[src/rtl/mem_ctrl.sv]
// Byte-serial RAM controller arbitrating instruction fetches and data loads/stores.
// Fetch completes 5 edges after accept, load len+1, store len; rdy_in low freezes all state.
module mem_ctrl (
    input  logic        clk_in,
    input  logic        rst_in,
    input  logic        rdy_in,
    input  logic        if_req_in,
    input  logic [17:0] if_addr_in,
    input  logic        if_flush_in,
    input  logic        mem_req_in,
    input  logic        mem_we_in,
    input  logic [2:0]  mem_len_in,
    input  logic [17:0] mem_addr_in,
    input  logic [31:0] mem_wdata_in,
    input  logic [7:0]  ram_din_in,
    output logic        if_valid_out,
    output logic [31:0] if_inst_out,
    output logic        busy_if_out,
    output logic        mem_valid_out,
    output logic [31:0] mem_rdata_out,
    output logic        busy_mem_out,
    output logic [17:0] ram_a_out,
    output logic        ram_wr_out,
    output logic [7:0]  ram_dout_out
);

    typedef enum logic [1:0] {IDLE, IF_RD, MEM_RD, MEM_WR} state_t;

    state_t      r_state, w_state;
    logic [2:0]  r_cnt, w_cnt;
    logic [2:0]  r_len, w_len;
    logic [31:0] r_wdata, w_wdata;
    logic [31:0] r_buf, w_buf;
    logic        r_if_valid, w_if_valid;
    logic [31:0] r_if_inst, w_if_inst;
    logic        r_busy_if, w_busy_if;
    logic        r_mem_valid, w_mem_valid;
    logic [31:0] r_mem_rdata, w_mem_rdata;
    logic        r_busy_mem, w_busy_mem;
    logic [17:0] r_ram_a, w_ram_a;
    logic        r_ram_wr, w_ram_wr;
    logic [7:0]  r_ram_dout, w_ram_dout;

    logic [2:0]  w_cnt_inc;
    logic [1:0]  w_idx;

    // Lengths other than 1 or 2 are serviced as a full word.
    function automatic logic [2:0] f_len(input logic [2:0] len);
        case (len)
            3'd1:    f_len = 3'd1;
            3'd2:    f_len = 3'd2;
            default: f_len = 3'd4;
        endcase
    endfunction

    assign w_cnt_inc = r_cnt + 3'd1;
    // Byte arriving now was addressed two edges earlier.
    assign w_idx     = 2'(r_cnt - 3'd1);

    always_comb begin
        w_state     = r_state;
        w_cnt       = r_cnt;
        w_len       = r_len;
        w_wdata     = r_wdata;
        w_buf       = r_buf;
        w_if_valid  = 1'b0;
        w_if_inst   = r_if_inst;
        w_mem_valid = 1'b0;
        w_mem_rdata = r_mem_rdata;
        w_ram_a     = r_ram_a;
        w_ram_wr    = 1'b0;
        w_ram_dout  = r_ram_dout;

        case (r_state)
            IDLE: begin
                if (!if_flush_in) begin
                    if (mem_req_in) begin
                        w_state = mem_we_in ? MEM_WR : MEM_RD;
                        w_cnt   = 3'd0;
                        w_len   = f_len(mem_len_in);
                        w_ram_a = mem_addr_in;
                        w_buf   = 32'h0;
                        if (mem_we_in) begin
                            w_ram_wr   = 1'b1;
                            w_ram_dout = mem_wdata_in[7:0];
                            w_wdata    = {8'h00, mem_wdata_in[31:8]};
                        end
                    end else if (if_req_in) begin
                        w_state = IF_RD;
                        w_cnt   = 3'd0;
                        w_len   = 3'd4;
                        w_ram_a = if_addr_in;
                        w_buf   = 32'h0;
                    end
                end
            end

            IF_RD, MEM_RD: begin
                if (r_state == IF_RD && if_flush_in) begin
                    w_state = IDLE;
                    w_cnt   = 3'd0;
                end else begin
                    w_cnt = w_cnt_inc;
                    if (w_cnt_inc < r_len) begin
                        w_ram_a = r_ram_a + 18'd1;
                    end
                    if (r_cnt != 3'd0) begin
                        w_buf[{w_idx, 3'b000} +: 8] = ram_din_in;
                    end
                    if (r_cnt == r_len) begin
                        w_state = IDLE;
                        w_cnt   = 3'd0;
                        if (r_state == IF_RD) begin
                            w_if_inst  = w_buf;
                            w_if_valid = 1'b1;
                        end else begin
                            w_mem_rdata = w_buf;
                            w_mem_valid = 1'b1;
                        end
                    end
                end
            end

            MEM_WR: begin
                if (w_cnt_inc < r_len) begin
                    w_cnt      = w_cnt_inc;
                    w_ram_a    = r_ram_a + 18'd1;
                    w_ram_wr   = 1'b1;
                    w_ram_dout = r_wdata[7:0];
                    w_wdata    = {8'h00, r_wdata[31:8]};
                end else begin
                    w_state     = IDLE;
                    w_cnt       = 3'd0;
                    w_mem_valid = 1'b1;
                end
            end

            default: begin
                w_state = IDLE;
                w_cnt   = 3'd0;
            end
        endcase

        w_busy_if  = (w_state == IF_RD);
        w_busy_mem = (w_state == MEM_RD) || (w_state == MEM_WR);
    end

    always_ff @(posedge clk_in) begin
        if (rst_in) begin
            r_state     <= IDLE;
            r_cnt       <= 3'd0;
            r_len       <= 3'd0;
            r_wdata     <= 32'h0;
            r_buf       <= 32'h0;
            r_if_valid  <= 1'b0;
            r_if_inst   <= 32'h0;
            r_busy_if   <= 1'b0;
            r_mem_valid <= 1'b0;
            r_mem_rdata <= 32'h0;
            r_busy_mem  <= 1'b0;
            r_ram_a     <= 18'h0;
            r_ram_wr    <= 1'b0;
            r_ram_dout  <= 8'h0;
        end else if (rdy_in) begin
            r_state     <= w_state;
            r_cnt       <= w_cnt;
            r_len       <= w_len;
            r_wdata     <= w_wdata;
            r_buf       <= w_buf;
            r_if_valid  <= w_if_valid;
            r_if_inst   <= w_if_inst;
            r_busy_if   <= w_busy_if;
            r_mem_valid <= w_mem_valid;
            r_mem_rdata <= w_mem_rdata;
            r_busy_mem  <= w_busy_mem;
            r_ram_a     <= w_ram_a;
            r_ram_wr    <= w_ram_wr;
            r_ram_dout  <= w_ram_dout;
        end
    end

    assign if_valid_out  = r_if_valid;
    assign if_inst_out   = r_if_inst;
    assign busy_if_out   = r_busy_if;
    assign mem_valid_out = r_mem_valid;
    assign mem_rdata_out = r_mem_rdata;
    assign busy_mem_out  = r_busy_mem;
    assign ram_a_out     = r_ram_a;
    assign ram_wr_out    = r_ram_wr;
    assign ram_dout_out  = r_ram_dout;

endmodule

[config.mk]
export PLATFORM = sky130hd
export DESIGN_NAME = mem_ctrl
export DESIGN_NICKNAME = d
export VERILOG_FILES = /design/src/rtl/mem_ctrl.sv
export SDC_FILE = /design/constraint.sdc
export NUM_CORES = 1
export LEC_CHECK = 0
export BUFFER_PORTS_ARGS = -buffer_cell sky130_fd_sc_hd__buf_2
export CORE_UTILIZATION = 48
export DETAILED_ROUTE_END_ITERATION = 8
export GPL_TIMING_DRIVEN = 1
export PLACE_DENSITY = 0.81
export SYNTH_ARGS = -nofsm -noshare
export SYNTH_HDL_FRONTEND = slang
export SYNTH_SLANG_ARGS = --single-unit
[constraint.sdc]
create_clock -name clk_in -period 2.8 [get_ports clk_in]
set_clock_uncertainty 0.15 [all_clocks]
set_input_delay 0.14 -clock clk_in [delete_from_list [all_inputs] [get_ports clk_in]]
set_output_delay 0.14 -clock clk_in [all_outputs]
set_load 0.005 [all_outputs]
After elaboration in Yosys (flattened, before gate mapping)
Index checks and enable logic that the tools add are counted.
{"block": "totals", "register_bits": 167, "output_inout_bits": 95, "elab_cells": 109}
{"block": "classes", "addsub": 4, "order_cmp": 1, "eq_ne": 15, "n_shift": 2, "n_mux": 55, "bitwise": 3, "reduce_logical": 15}
{"op": "2-to-1 mux 32 bit", "n": 9}
{"op": "one-hot mux 32 bit (2 select lines)", "n": 2}
{"op": "2-to-1 mux 18 bit", "n": 5}
{"op": "one-hot mux 18 bit (3 select lines)", "n": 1}
{"op": "bitwise mux 32 bit", "n": 1}
{"op": "2-to-1 mux 8 bit", "n": 4}
{"op": "variable shift 8 x 7 -> 32 bit (first input constant)", "n": 1}
{"op": "variable part select 8 x 7 -> 32 bit", "n": 1}
{"op": "2-to-1 mux 3 bit", "n": 8}
{"op": "adder 18 x 1 -> 18 bit (second input constant)", "n": 1}
{"op": "one-hot mux 8 bit (2 select lines)", "n": 1}
{"op": "AND reduction 5 bit", "n": 3}
{"op": "2-to-1 mux 1 bit", "n": 13}
{"op": "2-to-1 mux 2 bit", "n": 6}
{"op": "!= test 2 bit (second input constant)", "n": 5}
{"op": "one-hot mux 3 bit (3 select lines)", "n": 1}
{"op": "equality test 2 bit (second input constant)", "n": 4}
{"op": "AND reduction 4 bit", "n": 2}
{"op": "negator 5 -> 7 bit", "n": 1}
{"op": "one-hot mux 2 bit (3 select lines)", "n": 1}
{"op": "one-hot mux 3 bit (2 select lines)", "n": 1}
{"op": "AND reduction 6 bit", "n": 1}
{"op": "nonzero test 2 bit", "n": 3}
{"op": "equality test 2 x 1 -> 1 bit (second input constant)", "n": 2}
{"op": "15 further kinds", "n": 18}

Depth between registers and ports, before layout
{"block": "depth", "depth_word": 7, "depth_mapped": 12, "mapped_depth_nobuf": 9}

Worst setup path before layout
No wires, ideal clock.
{"block": "synth_timing", "path_type": "register -> register", "startpoint": "register r_cnt[0]", "endpoint": "register r_ram_dout[7], in the netlist ram_dout_out[7]", "setup_time_ns": 0.145, "arrival_ns": 2.555, "t_required_ns": 2.505, "setup_slack_ns": -0.049, "stages_incl_launch_ff": 12, "path_buffers": 4, "cell_sequence": "dfxtp_1 inv_1 ha_1 ha_1 and3b_1 clkbuf_1 o21ai_0 and3_1 clkbuf_1 buf_2 buf_1 a211oi_1"}
{"block": "synth_between", "elab_chain_len": 4}
{"item": "start: declaration", "line_no": "30", "source": "logic [2:0] r_cnt, w_cnt;"}
{"item": "start signal: assignment", "line_no": "166", "source": "r_cnt <= w_cnt;"}
{"item": "adder 3 x 1 -> 3 bit", "line_no": "56", "source": "assign w_cnt_inc = r_cnt + 3'd1;"}
{"item": "less-than comparator 3 bit", "line_no": "125", "source": "if (w_cnt_inc < r_len) begin"}
{"item": "!= test 2 bit (no line)"}
{"item": "AND reduction 6 bit (no line)"}
{"item": "end signal: assignment", "line_no": "178", "source": "r_ram_dout <= w_ram_dout;"}
{"item": "end: declaration", "line_no": "42", "source": "logic [7:0] r_ram_dout, w_ram_dout;"}
Every way passes these cells.
A chain may end at the register's enable or synchronous reset.

==> summary.md <==
| Metric | Value |
|---|---|
| P_leak | 3.73 nW |
| Drt total wl | 19400 um |
| CP Max Fanout | 65 |
| # IOs | 181 |
| Sequential area share after synthesis | 43.1% |
| Routed via count | 6961 |
| Fin crit period | 2.63 ns |
| DR iter-0 viols | 519 |
| Setup CP Type | flop to flop |
| Critical Path AT | 2.80 ns |
| Xor-xnor portion of the synthesized cell area | 0.358% |
| Sink Count | 158 |
| Seq cells post-synth | 158 |
| Total CTS buffers | 17 |
| Vias in the first global route | 6673 |
| Synthesized cell area | 7340 um2 |
| Synth area leader | dfxtp_1 |
| Worst ir drop on vdd | 0.446 mV |
| Placed cell areas | 8400 um2 |
| Maximum root-to-sink buffer count | 2 |
| Post-Synthesis Net Count | 920 |
| Crit. End Element | flop |
| First drt pass iteration count | 8 |
| Worst slew pin tran | 0.585 ns |
| Pin count of the biggest net entering global routing | 82 |
| Clk root buf | clkbuf_16 |
| CTS tree | yes |
| Synth Instances | 820 |
| Final Hold Viols | 0 |
| H-tree Lvls | 4 |
| Starting Density | 49.9% |
| Slew Limit Headroom | 60.6% |
| Pwr dens | 573 nW/um2 |
| Layout cells sized above 1 | 27.2% |
| NumNets Final | 1113 |
| DRC | 12 |
| Largest cells by area after synthesis | dfxtp_1 (43%), nor2_1 (7.5%), a211oi_1 (7.0%) |
| Post-CTS Setup Repair Bufs | 0 |
| Dpl ws | 0.148 ns |
| Setup TNS | 0 ns |
| Full die area | 15800 um2 |
| Largest family of logic cells by synthesized area | compound AO/OA/AOI/OAI gates |
| Die Wd | 126 um |
| Synth Area in Compound Gates | 27.6% |
| Final setup vio count | 0 |
| Die Y | 126 um |
| Antenna-violating nets left | 0 |
| Core area | 14700 um2 |
| Count of cell types in the netlist | 57 |
| Post-Syn Area per Cell | 8.95 um2 |
| Share of flip-flops with an asynchronous set or reset | 0% |
| Initial antenna violation count | 0 |
| Hold Path Class | input port to flop |
| Final worst setup slack | 0.173 ns |
| Final Max Tran Viols | 0 |
| Rows | 44 |
| Status | complete, but fails checks |
| YS warnings | 0 |
| Final Power | 5.41 mW |
| Top-area cell type share of the netlist area | 43.1% |
| GPL Wtd Cong | 0.885 |
| Port Buffer Count | 180 |
| First-pass GRT wire length | 32500 um |
| Startpoint Class | flop |
| Via density | 5.75 |
| Post-synthesis mux area share | 6.04% |
| Data required, critical path | 2.98 ns |
| Maxcap violations | 0 |
| Total gr overflow | 0 |
| Post-DP HPWL | 12700 um |
| Final Cycle Share | 93.8% |
| Simple-Gate Fraction of Synth Area | 16.0% |
| Fmax | 0.381 GHz |
| Predominant post-synthesis flop cell | dfxtp_1 |
| Clk slew on worst S/H paths | 0.06 ns |
| Fillers | 1204 |
| Failing checks | design-rule violations |
| Total global-route track usage | 25.0% |
| RSZ-0062 raised after global routing | no |
| Wirelength per Cell | 16.0 um |
| Area growth syn-to-layout | 28.7% |
| Cell area after layout | 9440 um2 |
| Clk_lat worst skew | 0.42 ns |
| Fraction of the mapped netlist area in adder cells | 2.39% |
| # diodes | 0 |
| Post-synth EDFFs | 0 |
## sequential cells by signal (all words and copies together) (netlist names), 3 cells and up
name           count
r_buf             32
mem_rdata_out     32
if_inst_out       32
ram_dout_out       8
ram_a_out         18
r_wdata           24
r_len              3
r_cnt              3
## Yosys cell counts (all sizes together), types with 4 or more instances
master / number
a211oi: 89
a21oi: 34
a22o: 34
a22oi: 57
a31oi: 5
and3: 5
buf: 23
clkbuf: 44
dfxtp: 158
ha: 14
inv: 11
mux2: 10
mux2i: 33
nand2: 49
nand2b: 12
nand4: 5
nor2: 146
nor3: 11
nor4: 6
o21ai: 24
o221a: 5
or3: 4
## cell type report
class	count	area (um2)	area share, %
timing repair buffer	241	1530	16.2
clock inverter	12	149	1.58
sequential	158	3170	33.5
tap	184	230	2.44
multi-input combinational	584	3860	40.9
clock buffer	20	467	4.94
inverter	11	41.3	0.437
## critical path, stage by stage (launching register included)
cell,delay [ns]
dfxtp_1,0.38
inv_1,0.11
ha_2,0.39
or4b_4,0.53
nor4b_4,0.32
buf_12,0.31
nor2_1,0.07
a211oi_1,0.22
## layer usage
| metal | part of all wire (%) | GRT usage, % | vias up |
|---|---|---|---|
| met5 | 0 | 0 | - |
| met4 | 1.3 | 7.39 | 0 |
| met3 | 7.0 | 5.23 | 26 |
| met2 | 49 | 42.9 | 266 |
| met1 | 43 | 31.6 | 3249 |
| li1 | - | - | 3420 |
## power by group
part	internal (mW)	switching [mW]	leakage [nW]
clock	1.41	0.968	0.299
combinational	0.290	0.346	2.15
sequential	2.33	0.0679	1.28
## what timing repair did
action / CTS / global route
hold buffers: 42 / 0
endpoints found under the setup margin: 0 / 28
resized for setup: 0 / 4
hold endpoints to repair: 55 / 0
## placed cells by master, fill, tap and decap left out, types with 15 or more instances in the layout
| cell type | count |
|---|---|
| a211oi_1 | 68 |
| a211oi_2 | 21 |
| a21oi_1 | 34 |
| a22o_1 | 34 |
| a22oi_1 | 57 |
| buf_2 | 179 |
| buf_4 | 15 |
| clkbuf_16 | 17 |
| dfxtp_1 | 156 |
| dlygate4sd3_1 | 42 |
| mux2i_1 | 33 |
| nand2_1 | 49 |
| nor2_1 | 145 |
| o21ai_0 | 22 |
## logic make-up after synthesis
group,count (synthesis)
multiplexers,43
AO/OA/AOI/OAI,266
XOR/XNOR,3
adder cells (fa/ha/maj),14
AND/OR/NAND/NOR,258
flip-flops,158
buffers and inverters,78
## metrics by stage
stage	cells	hold WS [ns]	utilization, %
floorplan	820	0.116	-
global placement	1136	0.198	57.2
detailed placement	1136	0.203	57.2
CTS	1210	0.0178	64.2
global route	1210	0.0515	64.2
finish	1210	0.0260	64.2
## path summary, 6_finish.rpt
check | from | to | slack (ns) | cells after the start
hold / removal | mem_len_in[0] | r_len[2] | 0.03 | 4
setup / recovery | busy_mem_out | if_inst_out[3] | 0.17 | 7
setup reg to reg | busy_mem_out | if_inst_out[3] | 0.17 | 7
hold reg to reg | r_buf[24] | r_buf[24] | 0.30 | 2
Power figures use the tool's default switching activity.
